===== src/rtl/pwm_regs_pkg.sv =====
// Shared constants for the multi-channel PWM register file: address map,
// CTRL bit positions, reset values and byte-lane helpers.
package pwm_regs_pkg;

    localparam logic [7:0] ID_VALUE  = 8'hA1;
    localparam logic [7:0] CH_STRIDE = 8'h20;

    // Global page (addr[ADDR_W-1:5] == 0) register offsets
    localparam logic [4:0] ADDR_ID     = 5'h00;
    localparam logic [4:0] ADDR_COMMIT = 5'h01;
    localparam logic [4:0] ADDR_IRQ_EN = 5'h02;

    // Channel page: offset[4:2] selects a 4-byte field
    typedef enum logic [2:0] {
        FLD_PERIOD  = 3'd0,
        FLD_CMP1    = 3'd1,
        FLD_CMP2    = 3'd2,
        FLD_COUNTER = 3'd3,
        FLD_MISC    = 3'd4
    } ch_field_e;

    // Byte lanes within FLD_MISC (offsets 0x10..0x13)
    localparam logic [1:0] MISC_CTRL      = 2'd0;
    localparam logic [1:0] MISC_PRESCALE  = 2'd1;
    localparam logic [1:0] MISC_FUNCTIONS = 2'd2;
    localparam logic [1:0] MISC_STATUS    = 2'd3;

    localparam int CTRL_EN             = 0;
    localparam int CTRL_UPNOTDOWN      = 1;
    localparam int CTRL_PWM_EN         = 2;
    localparam int CTRL_COUNT_RESET    = 3;
    localparam int CTRL_COMMIT_PENDING = 4;

    localparam logic RST_UPNOTDOWN = 1'b1;

    function automatic logic [7:0] get_byte(logic [31:0] v, logic [1:0] idx, int nb);
        logic [7:0] r;
        r = '0;
        if (int'(idx) < nb) r = v[idx*8 +: 8];
        return r;
    endfunction

    function automatic logic [31:0] put_byte(logic [31:0] v, logic [1:0] idx,
                                             logic [7:0] b, int nb);
        logic [31:0] r;
        r = v;
        if (int'(idx) < nb) r[idx*8 +: 8] = b;
        return r;
    endfunction

endpackage


===== src/rtl/pwm_regs_mc_if.sv =====
// Byte-wide register bus between the SPI/bus decoder and pwm_regs_mc.
interface pwm_regs_mc_if #(
    parameter int ADDR_W = 8
);
    logic              read;
    logic              write;
    logic [ADDR_W-1:0] addr;
    logic [7:0]        data_write;
    logic [7:0]        data_read;

    modport master (output read, write, addr, data_write, input data_read);
    modport slave  (input read, write, addr, data_write, output data_read);
endinterface


===== src/rtl/pwm_regs_ch.sv =====
// One PWM channel's registers: period/compare (double-buffered when
// PWM_REGS_SHADOW_EN is defined), CTRL, counter snapshot, W1C status.
module pwm_regs_ch
    import pwm_regs_pkg::*;
#(
    parameter int CNT_W = 16
) (
    input  logic             clk,
    input  logic             rst_n,
    input  logic             sel,
    input  logic             read,
    input  logic             write,
    input  logic [4:0]       off,
    input  logic [7:0]       wdata,
    output logic [7:0]       rdata,
    input  logic             commit_set,
    input  logic [CNT_W-1:0] counter_val,
    input  logic             wrap,
    output logic [CNT_W-1:0] period,
    output logic [CNT_W-1:0] compare1,
    output logic [CNT_W-1:0] compare2,
    output logic             en,
    output logic             upnotdown,
    output logic             pwm_en,
    output logic             count_reset,
    output logic [7:0]       prescale,
    output logic [7:0]       functions,
    output logic             wrap_seen
);

    localparam int NB = CNT_W / 8;

    logic [2:0] fld;
    logic [1:0] bsel;
    logic       wr, wr_period, wr_cmp1, wr_cmp2, wr_ctrl, wr_pre, wr_fun, wr_status;
    logic       rd_snap;

    assign fld       = off[4:2];
    assign bsel      = off[1:0];
    assign wr        = sel & write;
    assign wr_period = wr & (fld == FLD_PERIOD);
    assign wr_cmp1   = wr & (fld == FLD_CMP1);
    assign wr_cmp2   = wr & (fld == FLD_CMP2);
    assign wr_ctrl   = wr & (fld == FLD_MISC) & (bsel == MISC_CTRL);
    assign wr_pre    = wr & (fld == FLD_MISC) & (bsel == MISC_PRESCALE);
    assign wr_fun    = wr & (fld == FLD_MISC) & (bsel == MISC_FUNCTIONS);
    assign wr_status = wr & (fld == FLD_MISC) & (bsel == MISC_STATUS);
    assign rd_snap   = sel & read & (fld == FLD_COUNTER) & (bsel == 2'd0);

    logic             commit_pending;
    logic [CNT_W-1:0] period_rd, cmp1_rd, cmp2_rd;

`ifdef PWM_REGS_SHADOW_EN
    logic [CNT_W-1:0] period_sh, cmp1_sh, cmp2_sh;
    logic             transfer;

    // Active follows shadow continuously while the counter is stopped.
    assign transfer  = (commit_pending & wrap) | ~en;
    assign period_rd = period_sh;
    assign cmp1_rd   = cmp1_sh;
    assign cmp2_rd   = cmp2_sh;

    // NOTE: non-blocking assignments let a same-edge transfer see the pre-write shadow.
    always_ff @(posedge clk or negedge rst_n) begin
        if (!rst_n) begin
            period_sh      <= '0;
            cmp1_sh        <= '0;
            cmp2_sh        <= '0;
            period         <= '0;
            compare1       <= '0;
            compare2       <= '0;
            commit_pending <= 1'b0;
        end else begin
            if (wr_period) period_sh <= CNT_W'(put_byte(32'(period_sh), bsel, wdata, NB));
            if (wr_cmp1)   cmp1_sh   <= CNT_W'(put_byte(32'(cmp1_sh), bsel, wdata, NB));
            if (wr_cmp2)   cmp2_sh   <= CNT_W'(put_byte(32'(cmp2_sh), bsel, wdata, NB));
            if (transfer) begin
                period   <= period_sh;
                compare1 <= cmp1_sh;
                compare2 <= cmp2_sh;
            end
            if (commit_set)    commit_pending <= 1'b1;
            else if (transfer) commit_pending <= 1'b0;
        end
    end
`else
    logic unused_commit_set;

    assign unused_commit_set = commit_set;
    assign commit_pending    = 1'b0;
    assign period_rd         = period;
    assign cmp1_rd           = compare1;
    assign cmp2_rd           = compare2;

    always_ff @(posedge clk or negedge rst_n) begin
        if (!rst_n) begin
            period   <= '0;
            compare1 <= '0;
            compare2 <= '0;
        end else begin
            if (wr_period) period   <= CNT_W'(put_byte(32'(period), bsel, wdata, NB));
            if (wr_cmp1)   compare1 <= CNT_W'(put_byte(32'(compare1), bsel, wdata, NB));
            if (wr_cmp2)   compare2 <= CNT_W'(put_byte(32'(compare2), bsel, wdata, NB));
        end
    end
`endif

    logic [CNT_W-1:0] snap;

    always_ff @(posedge clk or negedge rst_n) begin
        if (!rst_n) begin
            en          <= 1'b0;
            upnotdown   <= RST_UPNOTDOWN;
            pwm_en      <= 1'b0;
            count_reset <= 1'b0;
            prescale    <= '0;
            functions   <= '0;
            wrap_seen   <= 1'b0;
            snap        <= '0;
        end else begin
            count_reset <= wr_ctrl & wdata[CTRL_COUNT_RESET];
            if (wr_ctrl) begin
                en        <= wdata[CTRL_EN];
                upnotdown <= wdata[CTRL_UPNOTDOWN];
                pwm_en    <= wdata[CTRL_PWM_EN];
            end
            if (wr_pre) prescale  <= wdata;
            if (wr_fun) functions <= wdata;
            // A wrap in the same cycle as the clear keeps the bit set.
            wrap_seen <= wrap | (wrap_seen & ~(wr_status & wdata[0]));
            if (rd_snap) snap <= counter_val;
        end
    end

    logic [7:0] ctrl_rd;

    // NOTE: defaults first in every always_comb so no path infers a latch.
    always_comb begin
        ctrl_rd                      = '0;
        ctrl_rd[CTRL_EN]             = en;
        ctrl_rd[CTRL_UPNOTDOWN]      = upnotdown;
        ctrl_rd[CTRL_PWM_EN]         = pwm_en;
        ctrl_rd[CTRL_COMMIT_PENDING] = commit_pending;
    end

    always_comb begin
        rdata = '0;
        case (fld)
            FLD_PERIOD:  rdata = get_byte(32'(period_rd), bsel, NB);
            FLD_CMP1:    rdata = get_byte(32'(cmp1_rd), bsel, NB);
            FLD_CMP2:    rdata = get_byte(32'(cmp2_rd), bsel, NB);
            FLD_COUNTER: rdata = (bsel == 2'd0) ? counter_val[7:0]
                                                : get_byte(32'(snap), bsel, NB);
            FLD_MISC: begin
                case (bsel)
                    MISC_CTRL:      rdata = ctrl_rd;
                    MISC_PRESCALE:  rdata = prescale;
                    MISC_FUNCTIONS: rdata = functions;
                    default:        rdata = {7'b0, wrap_seen};
                endcase
            end
            default:     rdata = '0;
        endcase
    end

endmodule


===== src/rtl/pwm_regs_mc.sv =====
// Multi-channel PWM register file: global ID/COMMIT/IRQ_EN, address decode,
// read mux and registered irq. Shadow buffering is enabled by PWM_REGS_SHADOW_EN.
module pwm_regs_mc
    import pwm_regs_pkg::*;
#(
    parameter int NUM_CH = 4,
    parameter int CNT_W  = 16,
    parameter int ADDR_W = 8
) (
    input  logic                    clk,
    input  logic                    rst_n,
    pwm_regs_mc_if.slave            bus,
    input  logic [NUM_CH*CNT_W-1:0] counter_val,
    input  logic [NUM_CH-1:0]       wrap,
    output logic [NUM_CH*CNT_W-1:0] period,
    output logic [NUM_CH*CNT_W-1:0] compare1,
    output logic [NUM_CH*CNT_W-1:0] compare2,
    output logic [NUM_CH-1:0]       en,
    output logic [NUM_CH-1:0]       upnotdown,
    output logic [NUM_CH-1:0]       pwm_en,
    output logic [NUM_CH-1:0]       count_reset,
    output logic [NUM_CH*8-1:0]     prescale,
    output logic [NUM_CH*8-1:0]     functions,
    output logic                    irq
);

    localparam int PW = ADDR_W - 5;

    logic [PW-1:0]     page;
    logic [4:0]        off;
    logic              glob_sel;
    logic              commit_set;
    logic [NUM_CH-1:0] irq_en;
    logic [NUM_CH-1:0] ch_sel;
    logic [NUM_CH-1:0] wrap_seen;
    logic [7:0]        ch_rdata [NUM_CH];

    // Channel k lives in 32-byte page k+1; page 0 holds the global registers.
    assign page       = bus.addr[ADDR_W-1:5];
    assign off        = bus.addr[4:0];
    assign glob_sel   = (page == '0);
    assign commit_set = bus.write & glob_sel & (off == ADDR_COMMIT) & bus.data_write[0];

    always_ff @(posedge clk or negedge rst_n) begin
        if (!rst_n) begin
            irq_en <= '0;
            irq    <= 1'b0;
        end else begin
            if (bus.write && glob_sel && off == ADDR_IRQ_EN) irq_en <= bus.data_write[NUM_CH-1:0];
            irq <= |(wrap_seen & irq_en);
        end
    end

    for (genvar k = 0; k < NUM_CH; k++) begin : g_ch
        assign ch_sel[k] = (page == PW'(k + 1));

        pwm_regs_ch #(.CNT_W(CNT_W)) u_ch (
            .clk         (clk),
            .rst_n       (rst_n),
            .sel         (ch_sel[k]),
            .read        (bus.read),
            .write       (bus.write),
            .off         (off),
            .wdata       (bus.data_write),
            .rdata       (ch_rdata[k]),
            .commit_set  (commit_set),
            .counter_val (counter_val[k*CNT_W +: CNT_W]),
            .wrap        (wrap[k]),
            .period      (period[k*CNT_W +: CNT_W]),
            .compare1    (compare1[k*CNT_W +: CNT_W]),
            .compare2    (compare2[k*CNT_W +: CNT_W]),
            .en          (en[k]),
            .upnotdown   (upnotdown[k]),
            .pwm_en      (pwm_en[k]),
            .count_reset (count_reset[k]),
            .prescale    (prescale[k*8 +: 8]),
            .functions   (functions[k*8 +: 8]),
            .wrap_seen   (wrap_seen[k])
        );
    end

    always_comb begin
        bus.data_read = '0;
        if (glob_sel) begin
            case (off)
                ADDR_ID:     bus.data_read = ID_VALUE;
                ADDR_IRQ_EN: bus.data_read = 8'(irq_en);
                default:     bus.data_read = '0;
            endcase
        end
        for (int k = 0; k < NUM_CH; k++) begin
            if (ch_sel[k]) bus.data_read = ch_rdata[k];
        end
    end

endmodule


===== src/flat_wrapper.sv =====
// flat-port wrapper written by rule: the top's interface ports become plain ports
module pwm_regs_mc_flat import pwm_regs_pkg::*;
#(
    parameter int NUM_CH = 4,
    parameter int CNT_W  = 16,
    parameter int ADDR_W = 8
)
  (clk, rst_n, counter_val, wrap, period, compare1, compare2, en, upnotdown, pwm_en, count_reset, prescale, functions, irq, bus_read, bus_write, bus_addr, bus_data_write, bus_data_read);
  pwm_regs_mc_if #(.ADDR_W(ADDR_W)) bus_i ();
  input  logic clk;
  input  logic rst_n;
  input  logic [NUM_CH*CNT_W-1:0] counter_val;
  input  logic [NUM_CH-1:0] wrap;
  output logic [NUM_CH*CNT_W-1:0] period;
  output logic [NUM_CH*CNT_W-1:0] compare1;
  output logic [NUM_CH*CNT_W-1:0] compare2;
  output logic [NUM_CH-1:0] en;
  output logic [NUM_CH-1:0] upnotdown;
  output logic [NUM_CH-1:0] pwm_en;
  output logic [NUM_CH-1:0] count_reset;
  output logic [NUM_CH*8-1:0] prescale;
  output logic [NUM_CH*8-1:0] functions;
  output logic irq;
  input wire logic [$bits(bus_i.read)-1:0] bus_read;
  input wire logic [$bits(bus_i.write)-1:0] bus_write;
  input wire logic [$bits(bus_i.addr)-1:0] bus_addr;
  input wire logic [$bits(bus_i.data_write)-1:0] bus_data_write;
  output wire logic [$bits(bus_i.data_read)-1:0] bus_data_read;
  assign bus_i.read = bus_read;
  assign bus_i.write = bus_write;
  assign bus_i.addr = bus_addr;
  assign bus_i.data_write = bus_data_write;
  assign bus_data_read = bus_i.data_read;
  pwm_regs_mc #(.NUM_CH(NUM_CH), .CNT_W(CNT_W), .ADDR_W(ADDR_W)) u_core (.clk(clk), .rst_n(rst_n), .bus(bus_i), .counter_val(counter_val), .wrap(wrap), .period(period), .compare1(compare1), .compare2(compare2), .en(en), .upnotdown(upnotdown), .pwm_en(pwm_en), .count_reset(count_reset), .prescale(prescale), .functions(functions), .irq(irq));
endmodule

===== config.mk =====
export PLATFORM = sky130hd
export DESIGN_NAME = pwm_regs_mc_flat
export DESIGN_NICKNAME = d
export VERILOG_FILES = /design/src/rtl/pwm_regs_pkg.sv /design/src/rtl/pwm_regs_mc_if.sv /design/src/rtl/pwm_regs_ch.sv /design/src/rtl/pwm_regs_mc.sv /design/src/flat_wrapper.sv
export SDC_FILE = /design/constraint.sdc
export NUM_CORES = 1
export LEC_CHECK = 0
export ABC_AREA = 1
export CAP_MARGIN = 5
export CELL_PAD_IN_SITES_DETAIL_PLACEMENT = 1
export CELL_PAD_IN_SITES_GLOBAL_PLACEMENT = 1
export CORE_MARGIN = 5
export CORE_UTILIZATION = 40
export DETAILED_ROUTE_END_ITERATION = 16
export PLACE_DENSITY = 0.87
export SKIP_LAST_GASP = 1
export SYNTH_ARGS = -nofsm -noshare
export SYNTH_HDL_FRONTEND = slang
export SYNTH_SLANG_ARGS = --single-unit

===== constraint.sdc =====
create_clock -name clk -period 3.7 [get_ports clk]
set_input_delay 0.555 -clock clk [delete_from_list [all_inputs] [get_ports clk]]
set_output_delay 0.555 -clock clk [all_outputs]
set_load 0.01 [all_outputs]

==> flow_metrics.tcl, run 1 <==
set metrics [dict create \
    fin_crit_sh 0.9545 \
    io_buffers 368 \
    drt-initial-drc-count 1642 \
    regToRegEndpoint "u_core.irq" \
    synth_cells 2133 \
    core_sq_um 41950 \
    routed_via_density 5.685 \
    ant_nets 0 \
    fin_crit_ns 3.532 \
    drv_slew 0 \
    syn_area_sq_um 16930 \
    vdd_drop_max_v 0.0003268 \
    drive_gt1_frac 0.1127 \
    pwr-share-seq 0.447 \
    yosysUniqueCellTypes 39 \
    via_count 17408 \
    grt_setup_unrepaired "no" \
    layout_common_cells "nand2_1, clkdlybuf4s50_1, dfrtp_1, o21ai_0, nor2_1" \
    clk_latency_ns 0.57 \
    yosys_register_bits 345 \
    p_int_w 0.006576 \
    drtPass1Iterations 5 \
    dieArea_sq_um 46530 \
    setup_viol 0 \
    grt_usage 0.3326 \
    postCtsSetupBuffers 0 \
    start_util 0.4035 \
    worstSetupPathType "in -> out" \
    fin_util 0.5425 \
    worstPathRequired_ns 3.14 \
    status "finished, final reports clean" \
    powerDensity_nw_per_um2 388.3 \
    reg2reg_slack_ns 2.71 \
    end_kind "output port" \
    path_clk_slew_ns 0.06 \
    power.total_w 0.008835 \
    worstPathMaxFanout 23 \
    area_growth_pct 34.43 \
    maxCapViolCount 0 \
    clockBufferDepth 3 \
    critical_path_arrival_ns 2.98 \
    cts_sinks 345 \
    drc_errors 0 \
    r2r_start "u_core.g_ch[3].u_ch.wrap_seen" \
    slew_headroom 0.3921 \
    reg2reg_depth 4 \
    pin_count 369 \
    grt_pass1_vias 18605 \
    antenna_found_initial 7 \
    cts_tree "yes" \
    gp_congestion 0.8913 \
    place_hpwl_mm 57.86 \
    worst_pin_slew_ns 0.9096 \
    syn_area_per_cell_sq_um 7.935 \
    chipWidth_um 215.7 \
    clkPwrFrac 0.457 \
    fin_hold_ws_ns 0.02240 \
    finalWirelength_mm 79.37 \
    syn_nets 2228 \
    cts-root-buf "clkbuf_16" \
    fill_cells 4969 \
    overflow 0 \
    max_freq_mhz 283.2 \
    htree_levels 2 \
    grt_pass1_wl_mm 118.9 \
    start_kind "input pin" \
    rows 75 \
    final_common_cell "nand2_1" \
    die_h_um 215.7 \
    p_comb_frac 0.096 \
    finClkSkew_ns 0.02173 \
    final_hold_viol_count 0 \
    wl_per_cell_um 25.92 \
    final_nets 2588 \
    yosys_warnings 0 \
    switching_share 0.2556 \
    p_leak_nw 10.22 \
    grt_max_degree 141 \
    numCtsBuffers 40 \
    p_switching_w 0.002258 \
    holdCritPathClass "in -> async" \
    ys_seq_area_frac 0.5103 \
]
[power groups by stage]
stage / registers, W / clock network (W) / logic [W]
2_1_floorplan: 0.00400 / 0 / 0.000299
3_3_place_gp: 0.00401 / 0 / 0.000807
3_5_place_dp: 0.00401 / 0 / 0.000831
4_1_cts: 0.00395 / 0.00405 / 0.000843
5_1_grt: 0.00395 / 0.00422 / 0.000904
6_report: 0.00395 / 0.00404 / 0.000847
[kinds of logic (layout without fill, tap and decap cells)]
logic type               count (synthesis)  after routing  share of synthesized area
AO/OA/AOI/OAI                          447            447                     0.1403
adder cells (fa/ha/maj)                  7              7                   0.005174
buffers and inverters                  227            614                    0.06527
flip-flops                             345            345                     0.5103
multiplexers                            29             29                    0.01929
other                                    0              3                          0
AND/OR/NAND/NOR                       1078           1078                     0.2596
[cell type report]
| cell class | instances | area, sq um | area share |
|---|---|---|---|
| Sequential cell | 345 | 8638 | 0.3796 |
| Antenna cell | 3 | 7.507 | 0.0003299 |
| Inverter | 93 | 356.6 | 0.01567 |
| Tap cell | 539 | 674.4 | 0.02964 |
| Clock buffer | 60 | 1169 | 0.05136 |
| Timing Repair Buffer | 452 | 4531 | 0.1991 |
| Multi-Input combinational cell | 1561 | 7243 | 0.3183 |
| Clock inverter | 9 | 135.1 | 0.005939 |
[metrics by stage]
step | setup TNS [ns] | instances | worst slack, ns | cell area, sq um
after global placement | -0.4505 | 2990 | -0.1843 | 21380
after CTS | 0 | 3059 | 0.007251 | 22720
final | 0 | 3062 | 0.1684 | 22750
after global routing | 0 | 3062 | 0.05453 | 22750
after detailed placement | -0.7443 | 2990 | -0.1952 | 21380
after floorplan | 0 | 2133 | 0.7280 | 16930
[how the worst max path moves through the flow]
stage,startpoint,end,slack (ns),depth (start not counted)
2_1_floorplan,bus_addr[0],bus_data_read[2],0.73,14
3_3_place_gp,bus_addr[1],bus_data_read[2],-0.18,15
3_5_place_dp,bus_addr[1],bus_data_read[2],-0.20,15
4_1_cts,bus_addr[4],bus_data_read[7],0.007,14
5_1_grt,bus_addr[1],bus_data_read[5],0.05,16
6_report,bus_addr[1],bus_data_read[5],0.17,16
[repair_timing]
item                       in CTS  in global routing
setup endpoints to repair       7                  4
hold buffers                    0                  0
pin swaps                       0                  2
gates resized for setup        22                  9
[metal layers]
metal / up-vias / global-route usage / share of wire
li1: 7565 / - / -
met1: 8849 / 0.4228 / 0.40
met2: 791 / 0.5501 / 0.48
met3: 197 / 0.06166 / 0.070
met4: 6 / 0.1598 / 0.053
met5: - / 0 / 0.00066
[state kept, by name, indices dropped and copies added, names as in the netlist]
name and flops:
u_core.g_ch.u_ch.pwm_en 4, u_core.g_ch.u_ch.prescale 32, u_core.g_ch.u_ch.upnotdown 4, u_core.g_ch.u_ch.period 64, u_core.g_ch.u_ch.compare2 64, u_core.irq_en 4
u_core.g_ch.u_ch.en 4, u_core.g_ch.u_ch.count_reset 4, u_core.g_ch.u_ch.functions 32, u_core.irq 1, u_core.g_ch.u_ch.snap 64, u_core.g_ch.u_ch.wrap_seen 4
u_core.g_ch.u_ch.compare1 64
[synthesized netlist by cell type]
library cell,instances,share of area
buf_4,19,0.0084
nand2_1,807,0.18
o22ai_1,2,0.00074
inv_2,6,0.0013
nand4_1,6,0.0022
ha_1,7,0.0052
nor2_2,12,0.0044
nor2_1,137,0.030
clkinv_1,1,0.00022
o21ai_0,180,0.053
a21o_1,2,0.00089
nor3b_4,1,0.0011
dfstp_2,4,0.0062
nand2_4,3,0.0020
clkbuf_1,47,0.010
nor2_4,9,0.0060
o21ai_1,126,0.037
nand2_2,35,0.013
inv_1,85,0.019
buf_6,17,0.011
mux2_2,29,0.019
a22oi_1,2,0.00089
a31oi_1,1,0.00037
or2_0,1,0.00037
inv_4,1,0.00037
nor3_1,12,0.0035
a21boi_0,5,0.0022
or2_2,3,0.0011
nand3_1,50,0.015
dfrtp_1,341,0.50
nor3_2,1,0.00059
o21ai_2,23,0.012
a21oi_1,98,0.029
nor2_8,1,0.0012
buf_1,10,0.0022
buf_2,41,0.012
a22o_1,4,0.0021
o21bai_1,2,0.00089
o211ai_1,2,0.00089
[critical path: stages]
cell and delay, ns:
clkdlybuf4s50_1 0.48, inv_1 0.07, ha_1 0.19, buf_4 0.17
nor2_2 0.13, buf_12 0.18, nand2_1 0.10, o21ai_2 0.17
buf_4 0.14, nand2_1 0.09, nand3_1 0.10, nand2_1 0.05
nand2_1 0.09, nor2_1 0.06, nand2_1 0.05, dlygate4sd2_1 0.34
Note: power is estimated with default switching activity, not from simulation.
==> run 2: changes to the inputs <==
CTS_CLUSTER_SIZE = 25   (was unset)
==> results of run 2 <==
Same layout as run 1: the final DEF is identical, and so are final timing and power.
==> run 3: changes to the inputs <==
PLACE_DENSITY = 0.94   (was 0.87)
==> flow_metrics.tcl, run 3 (synthesized netlist as in run 1, its figures left out) <==
set metrics [dict create \
    status "complete, but fails checks" \
    failed_checks "hold timing" \
    drc_errors 0 \
    grt_setup_unrepaired "yes" \
    finClkSkew_ns 0.006868 \
    via_count 17915 \
    vdd_drop_max_v 0.0002318 \
    cts-root-buf "clkbuf_16" \
    maxCapViolCount 0 \
    p_switching_w 0.002266 \
    worstSetupPathType "in -> out" \
    grt_usage 0.3459 \
    start_kind "input pin" \
    worstPathCellList "clkdlybuf4s50_1 -> buf_4 -> ha_1 -> inv_1 -> nand3_2 -> buf_12 -> a21oi_2 -> nor2_1 -> nand2_1 -> nand2_1 -> nand2_1 -> inv_1 -> nand3_2 -> clkdlybuf4s50_1" \
    chipWidth_um 215.7 \
    cts_sinks 345 \
    dieArea_sq_um 46530 \
    place_hpwl_mm 59.84 \
    worstPathMaxFanout 17 \
    max_freq_mhz 271.9 \
    path_clk_slew_ns 0.06 \
    powerDensity_nw_per_um2 385.8 \
    p_int_w 0.006546 \
    ant_nets 0 \
    fin_crit_sh 0.9941 \
    wl_per_cell_um 27.10 \
    hold_buffers 0 \
    fin_hold_ws_ns -0.01146 \
    final_common_cell "nand2_1" \
    p_comb_frac 0.099 \
    layout_common_cells "nand2_1, clkdlybuf4s50_1, dfrtp_1, o21ai_0, nor2_1" \
    cp_slowest_cell "clkdlybuf4s50_1" \
    final_hold_viol_count 2 \
    gp_congestion 0.9784 \
    placed_cell_area_sq_um 21380 \
    overflow 0 \
    drt-initial-drc-count 1814 \
    cpPeakStageDelay_ns 0.55 \
    p_leak_nw 10.26 \
    fill_cells 4947 \
    fin_util 0.5446 \
    cts_tree "yes" \
    start_util 0.4035 \
    end_kind "output port" \
    worst_pin_slew_ns 0.9906 \
    drv_slew 0 \
    routed_via_density 5.839 \
    io_buffers 368 \
    grt_pass1_wl_mm 123.2 \
    placed_cells 2993 \
    clkPwrFrac 0.454 \
    design_area_sq_um 22840 \
    fin_cells 3068 \
    clk_latency_ns 0.56 \
    drive_gt1_frac 0.1164 \
    fin_crit_ns 3.678 \
    grt_pass1_vias 19013 \
    pin_count 369 \
    worstPathRequired_ns 3.14 \
    rows 75 \
    pwr-share-seq 0.448 \
    multi_input_area_sq_um 7273 \
    switching_share 0.2572 \
    worst_path_most_repeated_cell "nand2_1" \
    slew_headroom 0.3380 \
    holdCritPathClass "in -> async" \
    dpl_worst_slack_ns -0.1672 \
    final_nets 2593 \
    cp_num_buf_inv 6 \
    die_h_um 215.7 \
    core_sq_um 41950 \
    numCtsBuffers 40 \
    layout_setup_ws_ns 0.02194 \
    critical_path_arrival_ns 3.12 \
    drtPass1Iterations 8 \
    clockBufferDepth 3 \
    htree_levels 2 \
    antenna_found_initial 6 \
    area_growth_pct 34.96 \
    grt_max_degree 94 \
    seq_area_sq_um 8638 \
    setup_viol 0 \
    finalWirelength_mm 83.15 \
    cp_top_family "buffers and inverters" \
]
==> run 3: changes by cell type in the layout (fill, tap and decap cells not counted), moves of 4 or more <==
| cell | delta |
|---|---|
| a21oi_1 | -5 |
| buf_4 | +4 |
| nor2_1 | +4 |
| a21oi_2 | +4 |
| clkbuf_1 | -4 |
==> run 3: worst register-to-register path, stage by stage (launching register included) <==
cell and delay (ns):
dfrtp_1 0.41, nand2_1 0.08, o21ai_0 0.09, a21oi_1 0.12, o21ai_0 0.18
==> run 3: layout make-up <==
class / instances / area share
clock buffer: 58 / 0.05171
multi-input combinational: 1561 / 0.3184
timing repair buffer: 457 / 0.2010
clock inverter: 11 / 0.005368
inverter: 93 / 0.01545
sequential: 345 / 0.3782
tap: 539 / 0.02952
antenna: 4 / 0.0004382
==> run 3: layer usage <==
| metal | up-vias | GRT usage | part of all wire |
|---|---|---|---|
| li1 | 7581 | - | - |
| met1 | 8955 | 0.4366 | 0.38 |
| met2 | 1101 | 0.5609 | 0.46 |
| met3 | 274 | 0.07735 | 0.092 |
| met4 | 4 | 0.1771 | 0.063 |
| met5 | - | 0 | 0.00034 |
==> run 3: timing repair <==
item | CTS | global route
buffers inserted | 0 | 0
cloned | 0 | 2
pin swaps | 1 | 3
gates resized for setup | 11 | 19
endpoints found under the hold margin | 0 | 0
setup endpoints to repair | 5 | 6
==> run 3: stage by stage <==
| stage | hold WS (ns) | TNS, ns | total power [W] |
|---|---|---|---|
| after floorplan | 0.2594 | 0 | 0.004295 |
| after global placement | 0.4643 | -0.3697 | 0.004813 |
| after detailed placement | 0.4814 | -0.4718 | 0.004842 |
| after CTS | 0.01189 | -0.01326 | 0.008826 |
| after global routing | 0.02476 | -0.07545 | 0.009061 |
| final | -0.01146 | 0 | 0.008812 |
==> run 3: worst paths after layout <==
kind                                               startpoint                          endpoint  slack (ns)  cells after the start
worst max-delay path                              bus_addr[1]                  bus_data_read[3]        0.02                     14
worst min-delay path                                    rst_n  u_core.g_ch[1].u_ch.compare2[10]       -0.01                      1
worst max register to register  u_core.g_ch[3].u_ch.wrap_seen                        u_core.irq        2.64                      4
worst min register to register    u_core.g_ch[1].u_ch.snap[1]       u_core.g_ch[1].u_ch.snap[1]        0.49                      2
max in group asynchronous                               rst_n   u_core.g_ch[2].u_ch.compare1[5]        2.77                      2
min in group clk                  u_core.g_ch[1].u_ch.snap[1]       u_core.g_ch[1].u_ch.snap[1]        0.49                      2
==> run 3: power by group through the flow <==
stage	sequential, W	clock (W)	combinational (W)
2_1_floorplan	0.00400	0	0.000299
3_3_place_gp	0.00400	0	0.000809
3_5_place_dp	0.00401	0	0.000834
4_1_cts	0.00394	0.00404	0.000847
5_1_grt	0.00395	0.00419	0.000919
6_report	0.00395	0.00400	0.000869
